## config.mk

```make
export PLATFORM = sky130hd
export DESIGN_NAME = hazard_ctrl
export DESIGN_NICKNAME = d
export VERILOG_FILES = /design/src/rtl/hazard_ctrl_pkg.sv /design/src/rtl/hazard_ctrl_mdu_scoreboard.sv /design/src/rtl/hazard_ctrl.sv
export SDC_FILE = /design/constraint.sdc
export NUM_CORES = 1
export LEC_CHECK = 0
export ABC_CLOCK_PERIOD_IN_PS = 3800
export CORE_MARGIN = 2
export CORE_UTILIZATION = 49
export CTS_CLUSTER_DIAMETER = 80
export DETAILED_ROUTE_END_ITERATION = 16
export PLACE_DENSITY = 0.88
export SLEW_MARGIN = 10
export SYNTH_ARGS = -nofsm -noshare
export SYNTH_HDL_FRONTEND = slang
export SYNTH_HIERARCHICAL = 1
export SYNTH_SLANG_ARGS = --single-unit
```

## constraint.sdc

```tcl
create_clock -name clk -period 3.8 [get_ports clk]
set_input_delay 0.95 -clock clk [delete_from_list [all_inputs] [get_ports clk]]
set_output_delay 0.95 -clock clk [all_outputs]
set_load 0.01 [all_outputs]
```

## src/rtl/hazard_ctrl_pkg.sv

```systemverilog
// Shared encodings for the hazard controller: forwarding selects, stage
// indices and the forwarding priority helper.
package hazard_ctrl_pkg;

  localparam logic [1:0] FWD_EXE     = 2'd0;
  localparam logic [1:0] FWD_MEM_ALU = 2'd1;
  localparam logic [1:0] FWD_MEM_LD  = 2'd2;
  localparam logic [1:0] FWD_REG     = 2'd3;

  localparam int STG_IF  = 0;
  localparam int STG_ID  = 1;
  localparam int STG_EXE = 2;
  localparam int STG_MEM = 3;
  localparam int STG_WB  = 4;
  localparam int NUM_STG = 5;

  // The younger producer (EXE) shadows the older one (MEM).
  function automatic logic [1:0] fwd_pick(input logic exe_hit, input logic exe_ld,
                                          input logic mem_hit, input logic mem_ld);
    logic [1:0] sel;
    sel = FWD_REG;
    if (exe_hit) begin
      sel = exe_ld ? FWD_MEM_LD : FWD_EXE;
    end else if (mem_hit) begin
      sel = mem_ld ? FWD_MEM_LD : FWD_MEM_ALU;
    end
    return sel;
  endfunction

endpackage

```

## src/rtl/hazard_ctrl_mdu_scoreboard.sv

```systemverilog
// Tracks in-flight multiply/divide results; a slot stops blocking in the cycle
// its countdown expires so the same cycle can reuse it.
module mdu_scoreboard
  import hazard_ctrl_pkg::*;
#(
  parameter int REG_AW    = 5,
  parameter int MDU_LAT   = 4,
  parameter int MDU_SLOTS = 2
) (
  input  logic              clk,
  input  logic              rst,
  input  logic              advance,
  input  logic              issue,
  input  logic [REG_AW-1:0] issue_addr,
  input  logic [REG_AW-1:0] rs_addr,
  input  logic [REG_AW-1:0] rt_addr,
  input  logic [REG_AW-1:0] wd_addr,
  output logic              rs_hit,
  output logic              rt_hit,
  output logic              wd_hit,
  output logic              full
);

  localparam int CW = $clog2(MDU_LAT + 1);

  logic [MDU_SLOTS-1:0] valid;
  logic [REG_AW-1:0]    slot_addr [MDU_SLOTS];
  logic [CW-1:0]        cnt       [MDU_SLOTS];
  logic [MDU_SLOTS-1:0] busy;
  logic [MDU_SLOTS-1:0] free_sel;
  logic                 found;

  always_comb begin
    busy   = '0;
    rs_hit = 1'b0;
    rt_hit = 1'b0;
    wd_hit = 1'b0;
    for (int i = 0; i < MDU_SLOTS; i++) begin
      busy[i] = valid[i] && !(advance && cnt[i] == CW'(1));
      if (busy[i] && slot_addr[i] == rs_addr) rs_hit = 1'b1;
      if (busy[i] && slot_addr[i] == rt_addr) rt_hit = 1'b1;
      if (busy[i] && slot_addr[i] == wd_addr) wd_hit = 1'b1;
    end
  end

  assign full = &busy;

  always_comb begin
    free_sel = '0;
    found    = 1'b0;
    for (int i = 0; i < MDU_SLOTS; i++) begin
      if (!busy[i] && !found) begin
        free_sel[i] = 1'b1;
        found       = 1'b1;
      end
    end
  end

  always_ff @(posedge clk) begin
    if (rst) begin
      valid <= '0;
      for (int i = 0; i < MDU_SLOTS; i++) begin
        slot_addr[i] <= '0;
        cnt[i]       <= '0;
      end
    end else begin
      for (int i = 0; i < MDU_SLOTS; i++) begin
        if (issue && free_sel[i]) begin
          valid[i]     <= 1'b1;
          slot_addr[i] <= issue_addr;
          cnt[i]       <= CW'(MDU_LAT);
        end else if (advance && valid[i]) begin
          cnt[i] <= cnt[i] - CW'(1);
          if (cnt[i] == CW'(1)) valid[i] <= 1'b0;
        end
      end
    end
  end

endmodule

```

## src/rtl/hazard_ctrl.sv

```systemverilog
// Hazard/stall controller for the 5-stage core: forwarding, load-use and MDU
// stalls, per-stage rst/en. Optional single-step debug hold: HAZARD_DEBUG_STEP_EN.
module hazard_ctrl
  import hazard_ctrl_pkg::*;
#(
  parameter int REG_AW      = 5,
  parameter int MDU_LAT     = 4,
  parameter int MDU_SLOTS   = 2,
  parameter int DELAY_SLOT  = 0,
  parameter int STALL_CNT_W = 16
) (
  input  logic                   clk,
  input  logic                   rst,
  input  logic [REG_AW-1:0]      id_rs_addr,
  input  logic [REG_AW-1:0]      id_rt_addr,
  input  logic [REG_AW-1:0]      id_wd_addr,
  input  logic                   id_rs_used,
  input  logic                   id_rt_used,
  input  logic                   id_is_store,
  input  logic                   id_wen,
  input  logic                   id_mdu,
  input  logic [REG_AW-1:0]      exe_wd_addr,
  input  logic [REG_AW-1:0]      mem_wd_addr,
  input  logic                   exe_wen,
  input  logic                   exe_mem_ren,
  input  logic                   mem_wen,
  input  logic                   mem_mem_ren,
  input  logic                   inst_stall,
  input  logic                   mem_stall,
  input  logic                   jump_en,
`ifdef HAZARD_DEBUG_STEP_EN
  input  logic                   debug_en,
  input  logic                   debug_step,
`endif
  output logic [1:0]             fwd_a,
  output logic [1:0]             fwd_b,
  output logic                   fwd_m,
  output logic [NUM_STG-1:0]     stg_rst,
  output logic [NUM_STG-1:0]     stg_en,
  output logic                   mdu_full,
  output logic [STALL_CNT_W-1:0] stall_cnt
);

  logic rs_exe, rs_mem, rt_exe, rt_mem;
  logic load_use, sb_stall, hold, advance, issue;
  logic sb_rs_hit, sb_rt_hit, sb_wd_hit;

  assign rs_exe = id_rs_used && id_rs_addr != '0 && exe_wen && exe_wd_addr == id_rs_addr;
  assign rs_mem = id_rs_used && id_rs_addr != '0 && mem_wen && mem_wd_addr == id_rs_addr;
  assign rt_exe = id_rt_used && id_rt_addr != '0 && exe_wen && exe_wd_addr == id_rt_addr;
  assign rt_mem = id_rt_used && id_rt_addr != '0 && mem_wen && mem_wd_addr == id_rt_addr;

  assign fwd_a = fwd_pick(rs_exe, exe_mem_ren, rs_mem, mem_mem_ren);
  assign fwd_b = fwd_pick(rt_exe, exe_mem_ren, rt_mem, mem_mem_ren);

  // Store data is not needed until MEM, so a load ahead of it forwards there.
  assign fwd_m    = rt_exe && exe_mem_ren && id_is_store;
  assign load_use = (rs_exe && exe_mem_ren) || (rt_exe && exe_mem_ren && !id_is_store);

  assign sb_stall = (id_rs_used && sb_rs_hit) || (id_rt_used && sb_rt_hit) ||
                    (id_wen && sb_wd_hit) || (id_mdu && mdu_full);

`ifdef HAZARD_DEBUG_STEP_EN
  logic debug_step_prev;

  always_ff @(posedge clk) begin
    if (rst) debug_step_prev <= 1'b0;
    else     debug_step_prev <= debug_step;
  end

  assign hold = debug_en && !(debug_step && !debug_step_prev);
`else
  assign hold = 1'b0;
`endif

  always_comb begin
    stg_rst = '0;
    stg_en  = '1;
    if (rst) begin
      stg_rst = '1;
    end else if (hold) begin
      stg_en = '0;
    end else if (inst_stall) begin
      stg_en[STG_IF]   = 1'b0;
      stg_en[STG_ID]   = 1'b0;
      stg_rst[STG_EXE] = 1'b1;
    end else if (mem_stall) begin
      stg_en[STG_IF]  = 1'b0;
      stg_en[STG_ID]  = 1'b0;
      stg_en[STG_EXE] = 1'b0;
      stg_rst[STG_WB] = 1'b1;
    end else if (load_use || sb_stall) begin
      stg_en[STG_IF]   = 1'b0;
      stg_en[STG_ID]   = 1'b0;
      stg_rst[STG_EXE] = 1'b1;
    end else if (jump_en && DELAY_SLOT == 0) begin
      stg_rst[STG_ID] = 1'b1;
    end
  end

  assign advance = !mem_stall && !hold;
  assign issue   = id_mdu && stg_en[STG_ID] && !stg_rst[STG_EXE] && id_wd_addr != '0;

  mdu_scoreboard #(
    .REG_AW    (REG_AW),
    .MDU_LAT   (MDU_LAT),
    .MDU_SLOTS (MDU_SLOTS)
  ) u_sb (
    .clk        (clk),
    .rst        (rst),
    .advance    (advance),
    .issue      (issue),
    .issue_addr (id_wd_addr),
    .rs_addr    (id_rs_addr),
    .rt_addr    (id_rt_addr),
    .wd_addr    (id_wd_addr),
    .rs_hit     (sb_rs_hit),
    .rt_hit     (sb_rt_hit),
    .wd_hit     (sb_wd_hit),
    .full       (mdu_full)
  );

  always_ff @(posedge clk) begin
    if (rst) begin
      stall_cnt <= '0;
    end else if (!stg_en[STG_IF] && !hold && stall_cnt != '1) begin
      stall_cnt <= stall_cnt + STALL_CNT_W'(1);
    end
  end

endmodule

```

# After elaboration in Yosys (flattened, before gate mapping)
# Memory sizes are Yosys's and may differ from the RTL's.
# Index checks and enable logic that the tools add are counted.
# op_classes
addsub	3
n_eq_ne	13
mux	58
bitwise_logic	6
n_reduce_logical	59
# op_table
operator	count
equality test 5 bit	10
2-to-1 mux 1 bit	40
logical AND 1 bit	37
2-to-1 mux 2 bit	11
adder 16 x 1 -> 16 bit (second input constant)	1
inequality test 16 bit (second input constant)	1
2-to-1 mux 3 bit	5
nonzero test 5 bit	3
2-to-1 mux 5 bit	2
nonzero test 2 bit	4
zero test 1 bit	7
equality test 3 x 1 -> 1 bit (second input constant)	2
OR 1 bit	6
AND reduction 2 bit	3
subtractor 3 x 1 -> 3 bit (second input constant)	2
logical OR 1 bit	5
# word_totals
ff_bits	18
mem_bits_rw	16
in_bits	39
output_inout_bits	32
wordCells	144
mem_count	2
# mem_list
name	depth	word_bits	rd	rd_clocked_by_memory_dff	wr	line_no	rtl
u_sb.slot_addr	2	5	2	0	2	hazard_ctrl_mdu_scoreboard.sv:27	logic [REG_AW-1:0] slot_addr [MDU_SLOTS];
u_sb.cnt	2	3	2	0	2	hazard_ctrl_mdu_scoreboard.sv:28	logic [CW-1:0] cnt [MDU_SLOTS];

# Depth between registers and ports, before layout
# Gate-level depths: netlist (run 1).
# An unclocked memory read counts as a cell.
# logic_depth
word_depth	26
mapped_depth	13
depth_no_buf	12

# Modules after synthesis
# The synthesis (run 1) kept the hierarchy.
# modules_own_cells
mod	instances	cells_per_inst	area_per_inst_um2	seq_area_each_um2
hazard_ctrl	1	167	1323.8	320.3
mdu_scoreboard	1	117	1238.7	520.5

# Least setup slack after synthesis (run 1)
# OpenSTA, ideal clock, no wires.
# synth_path
path_type	input to output
startpoint	input port mem_stall
endpoint	output port stg_en[1]
t_arrival_ns	2.667
path_slack_ns	0.183
cell_stages	10
n_path_buf	1
cell_sequence	inv_1 -> nand3b_1 -> nand2_1 -> o32ai_1 -> a22oi_1 -> and3_1 -> o41ai_4 -> nor2_1 -> or2_2 -> buf_4
# synth_between
elab_chain_len	16
elab_cells_between_ends	32
classes_between	10 x mux; 22 x reduce/logical
# synth_lines
item	line_no	rtl
from (decl)	hazard_ctrl.sv:29	input logic mem_stall,
zero test 1 bit *	hazard_ctrl.sv:101	assign advance = !mem_stall && !hold;
logical AND 1 bit	hazard_ctrl_mdu_scoreboard.sv:39	busy[i] = valid[i] && !(advance && cnt[i] == CW'(1));
zero test 1 bit	hazard_ctrl_mdu_scoreboard.sv:39	
logical AND 1 bit	hazard_ctrl_mdu_scoreboard.sv:39	
logical AND 1 bit	hazard_ctrl_mdu_scoreboard.sv:41	if (busy[i] && slot_addr[i] == rt_addr) rt_hit = 1'b1;
2-to-1 mux 1 bit	hazard_ctrl_mdu_scoreboard.sv:41	
2-to-1 mux 1 bit *	hazard_ctrl_mdu_scoreboard.sv:41	
net sb_rt_hit	hazard_ctrl.sv:46	logic sb_rs_hit, sb_rt_hit, sb_wd_hit;
logical AND 1 bit *	hazard_ctrl.sv:60	assign sb_stall = (id_rs_used && sb_rs_hit) || (id_rt_used && sb_rt_hit) ||
logical OR 1 bit * (2 in series)	hazard_ctrl.sv:60	
logical OR 1 bit *	hazard_ctrl.sv:61	(id_wen && sb_wd_hit) || (id_mdu && mdu_full);
logical OR 1 bit *	hazard_ctrl.sv:92	end else if (load_use || sb_stall) begin
2-to-1 mux 2 bit *	hazard_ctrl.sv:92	
2-to-1 mux 2 bit *	hazard_ctrl.sv:87	end else if (mem_stall) begin
2-to-1 mux 2 bit *	hazard_ctrl.sv:83	end else if (inst_stall) begin
2-to-1 mux 3 bit *	hazard_ctrl.sv:79	if (rst) begin
to (decl)	hazard_ctrl.sv:39	output logic [NUM_STG-1:0] stg_en,
# Mark *: on every way through the listed nets, which the timed path passes. The rest lies on a longest branch.

# Worst setup path in the final report (run 1)
# layout_path
startpoint	input port mem_stall
endpoint	output port stg_rst[1]
# layout_between
elab_chain_len	16
elab_cells_between_ends	32
classes_between	10 x mux; 22 x reduce/logical
# layout_lines
item	line_no	rtl
zero test 1 bit *	hazard_ctrl.sv:101	
net advance	hazard_ctrl.sv:45	logic load_use, sb_stall, hold, advance, issue;
logical AND 1 bit	hazard_ctrl_mdu_scoreboard.sv:39	
zero test 1 bit	hazard_ctrl_mdu_scoreboard.sv:39	
logical AND 1 bit	hazard_ctrl_mdu_scoreboard.sv:39	
logical AND 1 bit	hazard_ctrl_mdu_scoreboard.sv:40	if (busy[i] && slot_addr[i] == rs_addr) rs_hit = 1'b1;
2-to-1 mux 1 bit	hazard_ctrl_mdu_scoreboard.sv:40	
2-to-1 mux 1 bit *	hazard_ctrl_mdu_scoreboard.sv:40	
net sb_rs_hit	hazard_ctrl.sv:46	
logical AND 1 bit *	hazard_ctrl.sv:60	
logical OR 1 bit * (2 in series)	hazard_ctrl.sv:60	
logical OR 1 bit *	hazard_ctrl.sv:61	
logical OR 1 bit *	hazard_ctrl.sv:92	
2-to-1 mux 1 bit *	hazard_ctrl.sv:92	
2-to-1 mux 2 bit *	hazard_ctrl.sv:87	
2-to-1 mux 1 bit *	hazard_ctrl.sv:83	
2-to-1 mux 2 bit *	hazard_ctrl.sv:79	
to (decl)	hazard_ctrl.sv:38	output logic [NUM_STG-1:0] stg_rst,
# Marks and branches as above.

==> results of run 1 <==
## cell families (layout without fill, tap and decap cells)
kind of cell,count (synthesis),after routing,share of synthesized area [%]
xor+xnor,56,56,19.1
mux,4,4,1.71
other cells,1,2,0.146
fa+ha+maj,5,5,2.44
simple gates,113,113,24.0
flops,34,34,32.8
compound gates,50,50,15.5
buf+inv,21,138,4.25
## synth_stat cells, types with 2 or more instances
| cell | count | area, µm² |
|---|---|---|
| or3_2 | 2 | 15.0 |
| and3_1 | 4 | 25.0 |
| nand2_1 | 19 | 71.3 |
| nand4_1 | 8 | 50.1 |
| dfxtp_1 | 18 | 360 |
| o32ai_1 | 3 | 26.3 |
| inv_1 | 10 | 37.5 |
| a21o_1 | 2 | 15.0 |
| mux2_2 | 3 | 33.8 |
| or3_1 | 4 | 25.0 |
| o2111ai_1 | 2 | 17.5 |
| buf_4 | 5 | 37.5 |
| nand3_1 | 17 | 85.1 |
| or4_1 | 3 | 22.5 |
| and2_1 | 6 | 37.5 |
| nand3b_1 | 3 | 22.5 |
| o21ai_2 | 3 | 26.3 |
| xnor2_1 | 51 | 447 |
| a21boi_0 | 2 | 15.0 |
| xor2_1 | 5 | 43.8 |
| a22oi_1 | 3 | 22.5 |
| nor2_1 | 21 | 78.8 |
| buf_2 | 3 | 15.0 |
| o21ai_0 | 9 | 45.0 |
| nand2b_1 | 2 | 12.5 |
| ha_1 | 5 | 62.6 |
| clkbuf_1 | 2 | 7.51 |
| nor2b_1 | 6 | 37.5 |
| nor3_1 | 8 | 40.0 |
| edfxtp_1 | 16 | 480 |
| a21oi_1 | 9 | 45.0 |
| a311oi_1 | 2 | 17.5 |
## critical path: cells and delay by family
kind,cells,cell delay (ps)
buf+inv,4,640
simple gates,4,660
compound gates,4,510
## routing by layer
metal	part of all wire (%)	wire length [µm]	track usage [%]
met2	52	4030	46.8
met1	40	3130	30.2
met4	2.1	164	9.09
met5	0	0	0
met3	5.5	428	5.21
## path summary, 6_finish.rpt
check	start	slack (ps)	endpoint	cells past startpoint
min	stall_cnt[5]	510	stall_cnt[5]	2
max	mem_stall	100	stg_rst[1]	12
min reg2reg	stall_cnt[5]	510	stall_cnt[5]	2
max reg2reg	u_sb/cnt[0][1]	750	u_sb/cnt[1][2]	13
## power groups by stage
| stage | registers (mW) | logic (mW) | clock network (mW) |
|---|---|---|---|
| 2_1_floorplan | 0.417 | 0.104 | 0 |
| 3_3_place_gp | 0.419 | 0.218 | 0 |
| 3_5_place_dp | 0.420 | 0.226 | 0 |
| 4_1_cts | 0.412 | 0.227 | 0.289 |
| 5_1_grt | 0.415 | 0.251 | 0.305 |
| 6_report | 0.413 | 0.235 | 0.280 |
## registers in the layout (all words and copies together) (netlist names)
signal / cells
u_sb/valid: 2
u_sb/cnt: 6
u_sb/slot_addr: 10
stall_cnt: 16
## cells in the final DEF, fill, tap and decap left out, drive strengths merged, types with 16 or more instances in the layout
cell	n
nand3	17
clkbuf	17
xnor2	51
buf	52
nand2	20
nor2	21
edfxtp	16
clkdlybuf4s50	40
dfxtp	18
## layout make-up
type	instances	area [µm²]
Inverter	10	37.5
Fill cell	347	1270
Multi-Input combinational cell	230	1750
Sequential cell	34	841
Timing Repair Buffer	120	1000
Clock buffer	6	82.6
Tap cell	70	87.6
Clock inverter	2	11.3
## through the flow
stage | hold slack (ps) | worst slack, ps | total power [mW]
floorplan | 511 | 183 | 0.521
global placement | 488 | -483 | 0.638
detailed placement | 500 | -599 | 0.646
CTS | 507 | -11.3 | 0.927
global route | 549 | -46.3 | 0.970
finish | 506 | 97.4 | 0.928
## what timing repair did
item                                    in CTS  in global routing
hold buffers                                 0                  0
endpoints found under the setup margin       9                  5
buffers inserted                             3                  2
pin swaps                                    9                 16
resized for setup                           42                 36
==> run metrics, run 1 <==
outcome=finished clean; Net Sw Power=263 µW; Ports=71; WL per Instance=16.4 µm; Hold Crit Class=register to register; Placed Area=3620 µm²; vias post-DR=2666; vias in the first global route=2644; CP Capture Type=output port; mapped cell area=2560 µm²; leakage=1.42 nW; nets=445; CTS tree=done; first-pass GRT wire length=12200 µm; grt ovf=0; Die Area=5820 µm²; Post-route DRC=0; fin area=3810 µm²; initial core utilization=50.5%; Synth Area per Inst=9.02 µm²; Combinational Power Share=25.3%; Critical Path RT=2850 ps; Root Buffer=clkbuf_8; most frequent CP cell=clkdlybuf4s15_1; post-layout util=75.0%; Max VDD drop=292 µV; Max Cap Viol=0; Slew Viols, Final=0; setup_tns=0 ps; Chip Height=76.3 µm; Setup Viol. Count Final=0; die width=76.3 µm; drt first pass iters=5; port bufs=68; CP max-delay cell=a22oi_2; clock-pin slew on the worst setup and hold paths=70 ps; Max Buffers Root-to-Sink=2; placed cell count=459; Syn Inst Count=284; share of cells above drive strength 1=27.4%; Core Area=5070 µm²; Area growth, synth to finish=48.6%; DR iter-0 viols=125; Switching Share=28.3%; flops & latches, synth=34; via-per-instance ratio=5.65; placer's final routability congestion estimate=0.874; clk sinks=34; final worst-path cycle share=97.4%; Post-synth EDFFs=16; Rows=26; dpl hpwl=5730 µm; FFs w/ async S/R, synth=0%; pin count of the biggest net entering global routing=17; Internal=665 µW; initial antenna violation count=0; min Tclk post-route=3700 ps; power density cells=244 nW/µm²; Synth Flop Type=dfxtp_1; Max FO, Critical Path=5; CP startpoint kind=primary input; Yosys cell types=60; Final Hold Viols=0; antenna cells=0; Crit path largest cell delay=220 ps; final wirelength=7750 µm; Clock Power Share=30.1%; critical path, cell by cell=clkdlybuf4s15_1 > inv_2 > buf_4 > nand3b_2 > nand4_1 > o32ai_2 > a22oi_2 > and3_4 > o41ai_4 > nor2_2 > a21o_1 > clkdlybuf4s15_1; htree depth=2; fin cells=472; gr usage total=25.9%; critical path type=primary input to output port; fmax=270 MHz; clock skew=11.4 ps; Crit path arrival time=2750 ps; number of routed nets with antenna violations=0; sequential power share=44.5%; Num CTS Buffers=5; Worst-Skew Late Latency=280 ps; Ys Warns=6; register area share after synthesis=32.8%
No activity file was read; power rests on OpenSTA's default activity.
==> run 2: changes to the inputs <==
==> constraint.sdc (replaced) <==
create_clock -name clk -period 3.8 [get_ports clk]
set_input_delay 0.95 -clock clk [delete_from_list [all_inputs] [get_ports clk]]
set_output_delay 0.95 -clock clk [all_outputs]
set_load 0.1 [all_outputs]
==> run 2 against run 1 <==
Effect of this change:
- sequential power about the same
- register-to-register slack better by 20 ps
- clock skew down 4.6 ps
- power up 12%
- critical endpoint is now stg_rst[2]
- largest cell class unchanged
- via count down 2.8%
- worst setup slack worse by 42 ps
- die area unchanged
- largest power group unchanged
- first-iteration DRC count up 66%
- design area up 2.0%
==> run metrics, run 2 (synthesis gave the netlist of run 1 again) <==
first-pass GRT wire length=12300 µm; final wirelength=7490 µm; final worst-path cycle share=98.5%; placer's final routability congestion estimate=0.872; RSZ-0062 raised after global routing=yes; Slew Viols, Final=0; gr usage total=26.0%; CP max-delay cell=clkdlybuf4s50_1; critical path, cell by cell=clkdlybuf4s50_1 > xnor2_1 > nand4_1 > nor4_4 > a311oi_2 > buf_4 > o21ai_4 > buf_12; critical path depth in cells=8; die width=76.3 µm; port bufs=68; antenna cells=0; Final Hold Viols=0; fin cells=457; Crit path arrival time=2790 ps; dpl hpwl=5810 µm; CTS tree=done; postcts setup bufs=0; Max Cap Viol=0; worst path buffer plus inverter count=3; Placed Area=3730 µm²; initial antenna violation count=0; Worst Max-Slew Pin Slew=991 ps; Area growth, synth to finish=51.5%; Crit path largest cell delay=520 ps; critical path type=primary input to output port; min Tclk post-route=3740 ps; hold path depth=2; Rows=26; pin count of the biggest net entering global routing=22; CP startpoint kind=primary input; initial core utilization=50.5%; Hold Crit Class=register to register; Overall Power=1.04 mW; outcome=finished clean; power density cells=269 nW/µm²; via-per-instance ratio=5.67; htree depth=2; placed cell count=449; cts hold-fix bufs=0; commonest non-fill, non-tap cells in the layout=xnor2_1, clkdlybuf4s50_1, buf_4; Worst-Skew Late Latency=290 ps; Num CTS Buffers=5; number of flip-flops in the largest register=16; Ports=71; clk sinks=34; Min Hold Slack=514 ps; Max Buffers Root-to-Sink=2; clock-pin slew on the worst setup and hold paths=70 ps; CP Capture Type=output port; Chip Height=76.3 µm; post-layout util=76.5%; share of cells above drive strength 1=24.8%; clock skew=6.80 ps; WL per Instance=16.4 µm; nets=430; Rel. slew slack=33.7%; r2r worst-path depth=14; vias post-DR=2591; Post-route DRC=0; Root Buffer=clkbuf_8; Largest Register=stall_cnt; biggest regs=stall_cnt (16), u_sb/slot_addr (10), u_sb/cnt (6); number of routed nets with antenna violations=0; commonest non-fill, non-tap cell in the layout=xnor2_1; Max VDD drop=367 µV; vias in the first global route=2634; CP delay by family, top=buffers and inverters; leakage=1.41 nW; drt first pass iters=4; grt ovf=0; fin area=3880 µm²; fmax=267 MHz; Core Area=5070 µm²; Max FO, Critical Path=3; DR iter-0 viols=207; Die Area=5820 µm²; Critical Path RT=2850 ps; Setup Viol. Count Final=0
[run 2: changes by cell type in the layout (fill, tap and decap cells not counted), sizes merged]
cell / change
clkbuf: -9
clkdlybuf4s15: -3
dlygate4sd2: +3
clkdlybuf4s50: -2
buf: -1
clkinv: -1
dlymetal6s2s: -1
inv: -1
[run 2: power breakdown]
group | internal [mW] | switching (mW) | leakage [nW]
logic | 0.132 | 0.177 | 1.05
registers | 0.396 | 0.0179 | 0.310
clock network | 0.187 | 0.134 | 0.0566
total | 0.714 | 0.329 | 1.41
[run 2: area by class of cell]
type,instances,area (µm²)
Clock buffer,8,111
Fill cell,318,1190
Inverter,10,37.5
Multi-Input combinational cell,230,1730
Sequential cell,34,841
Tap cell,70,87.6
Timing Repair Buffer,105,1080
[run 2: what timing repair did]
| item | in CTS | in global routing |
|---|---|---|
| endpoints found under the setup margin | 8 | 4 |
| pin swaps | 9 | 1 |
| resized for setup | 24 | 2 |
[run 2: final timing paths]
check | end | slack, ps | from
min | stall_cnt[5] | 510 | stall_cnt[5]
max | stg_rst[2] | 60 | exe_wd_addr[4]
max reg2reg | u_sb/slot_addr[0][9] | 770 | u_sb/cnt[0][1]
min reg2reg | stall_cnt[5] | 510 | stall_cnt[5]
[run 2: tightest hold or removal path, cell delays in order, from the launching register on]
cell and delay, ps:
dfxtp_1 330, o21ai_0 80, a21oi_1 60
[run 2: stage by stage]
step | TNS (ps) | worst slack [ps]
floorplan | -209 | -108
global placement | -822 | -106
detailed placement | -2460 | -173
CTS | 0 | 45.3
global route | -7.76 | -7.76
finish | 0 | 55.3
[run 2: layer usage]
metal	vias to the layer above	global-route usage [%]	part of all wire, %
li1	1229	-	-
met1	1234	30.7	41
met2	96	45.7	51
met3	32	4.74	4.4
met4	0	11.8	3.5
met5	-	0	0
==> run 3: changes to the inputs <==
--- a/config.mk
+++ b/config.mk
@@ -6,7 +6,6 @@
 export NUM_CORES = 1
 export LEC_CHECK = 0
 export ABC_CLOCK_PERIOD_IN_PS = 3800
-export CORE_MARGIN = 2
 export CORE_UTILIZATION = 49
 export CTS_CLUSTER_DIAMETER = 80
 export DETAILED_ROUTE_END_ITERATION = 16
==> run 3 against run 2 <==
Effect of this change:
- worst setup slack got worse by 45 ps
- clock skew rose by 2.8 ps
- cell count rose by 3.3%
- register-to-register slack barely moved
- core utilization rose by 6.1 points
- count of clock-buffer cells in the layout fell by 3
- global-route usage rose by 5.1 points
- sequential share of layout area fell by 0.81 points
- largest cell class unchanged
- highest routed layer unchanged
==> run metrics, run 3 (synthesis gave the netlist of run 1 again) <==
gr usage total=31.0%; drt first pass iters=5; Reg2Reg Setup Slack=780 ps; CP Capture Type=output port; antenna cells=0; critical path depth in cells=9; clock skew=9.58 ps; number of flip-flops in the largest register=16; clk sinks=34; dpl hpwl=6100 µm; die width=74.3 µm; first-pass GRT wire length=12800 µm; Area growth, synth to finish=57.4%; power density cells=252 nW/µm²; vias in the first global route=2737; Chip Height=74.3 µm; CP max-delay cell=nor4_4; Slew Viols, Final=0; CP startpoint kind=primary input; DR iter-0 viols=213; outcome=finished clean; leakage=1.54 nW; grt ovf=0; share of cells above drive strength 1=29.4%; Rows=25; Placed Area=3840 µm²; Critical Path Start=id_rt_addr[2]; Root Buffer=clkbuf_8; via-per-instance ratio=6.11; Die Area=5520 µm²; htree depth=2; commonest non-fill, non-tap cells in the layout=buf_4, xnor2_1, clkdlybuf4s50_1; clock-pin slew on the worst setup and hold paths=70 ps; CTS tree=done; met2 wire len=4710 µm; Max FO, Critical Path=4; vias post-DR=2882; placer's final routability congestion estimate=0.898; Core Area=4880 µm²; initial core utilization=52.5%; reg2reg start=u_sb/cnt[1][1]; Worst Max-Slew Pin Slew=996 ps; fmax=264 MHz; Max Cap Viol=0; Ports=71; fill count=268; worst path buffer plus inverter count=4; Max Buffers Root-to-Sink=2; RR Endpoint=u_sb/cnt[1][0]; fin cells=472; Rel. slew slack=33.4%; biggest regs=stall_cnt (16), u_sb/slot_addr (10), u_sb/cnt (6); most frequent CP cell=buf_4; CP endpoint=stg_en[1]; post-layout util=82.6%; placed cell count=460; met3 WL post-DR=735 µm; pin count of the biggest net entering global routing=15; critical path, cell by cell=clkdlybuf4s15_1 > buf_4 > xnor2_2 > nand4_1 > nor4_4 > buf_4 > nor2_2 > or2_4 > buf_12; M1 WL=3440 µm; fin area=4030 µm²; Crit path largest cell delay=350 ps; setup_tns=0 ps; Largest Register=stall_cnt; cts hold-fix bufs=0; port bufs=68; final wirelength=9410 µm; Final Hold Viols=0; min Tclk post-route=3790 ps; number of routed nets with antenna violations=0; Max VDD drop=249 µV; Critical Path RT=2850 ps; Hold Crit Class=register to register; CP delay by family, top=simple AND/OR/NAND/NOR gates; Post-route DRC=0; initial antenna violation count=0; Worst-Skew Late Latency=290 ps; r2r worst-path depth=13; commonest non-fill, non-tap cell in the layout=buf_4; WL per Instance=19.9 µm; highest routing layer actually used=met4; Crit path arrival time=2840 ps; nets=448; critical path type=primary input to output port; final worst-path cycle share=99.7%; Num CTS Buffers=5; Setup Viol. Count Final=0
-- run 3: changes by cell type in the layout (fill, tap and decap cells not counted), sizes merged, moves of 2 or more --
| cell | before | now |
|---|---|---|
| clkinv | 0 | 2 |
| clkbuf | 8 | 6 |
| clkdlybuf4s50 | 38 | 35 |
| dlygate4sd2 | 16 | 12 |
| dlymetal6s2s | 0 | 3 |
| buf | 51 | 69 |
| clkdlybuf4s15 | 0 | 3 |
-- run 3: per-layer routing --
layer	up-vias	track usage, %
li1	1257	-
met5	-	0
met4	0	14.5
met3	67	7.18
met2	199	55.2
met1	1359	35.3
-- run 3: what timing repair did --
| item | in CTS | in global routing |
|---|---|---|
| endpoints found under the setup margin | 9 | 5 |
| pin swaps | 8 | 12 |
| gates resized for setup | 26 | 13 |
| buffers inserted | 2 | 2 |
-- run 3: worst min path at each step --
stage | startpoint | to | slack, ps | depth (start not counted)
global placement | stall_cnt[5] | stall_cnt[5] | 480 | 2
detailed placement | stall_cnt[5] | stall_cnt[5] | 490 | 2
global route | stall_cnt[13] | stall_cnt[13] | 580 | 2
floorplan | u_sb/cnt[0][0] | u_sb/cnt[0][0] | 560 | 1
finish | stall_cnt[4] | stall_cnt[4] | 540 | 2
CTS | stall_cnt[5] | stall_cnt[5] | 510 | 2
-- run 3: final cells by class --
cell class                      instances  area, µm²  area share (%)
Clock inverter                          3       16.3           0.403
Inverter                               10       37.5           0.931
Clock buffer                            5       68.8            1.71
Sequential cell                        34        841            20.9
Multi-Input combinational cell        230       1760            43.7
Tap cell                               67       83.8            2.08
Timing Repair Buffer                  123       1220            30.3
-- run 3: power breakdown --
group	internal [mW]	switching (mW)	total (mW)
Sequential	0.395	0.0190	0.414
Combinational	0.143	0.192	0.334
Clock	0.125	0.141	0.267
-- run 3: per-stage QoR --
| stage | setup WS [ps] | total power [mW] | hold slack, ps |
|---|---|---|---|
| after global routing | -67.4 | 1.05 | 584 |
| after CTS | 42.0 | 1.00 | 514 |
| after floorplan | -108 | 0.594 | 561 |
| final | 10.0 | 1.02 | 541 |
| after detailed placement | -186 | 0.737 | 493 |
| after global placement | -123 | 0.726 | 478 |
-- run 3: worst reg2reg max path, cell delays in order (launching register included) --
cell	delay [ps]
edfxtp_1	360
inv_1	90
ha_1	240
nand3b_4	140
nand4_1	170
o32ai_4	100
a22oi_2	210
nand2_1	80
a311oi_1	210
buf_4	180
o2111a_1	230
buf_4	130
nand3_1	110
o211ai_1	410
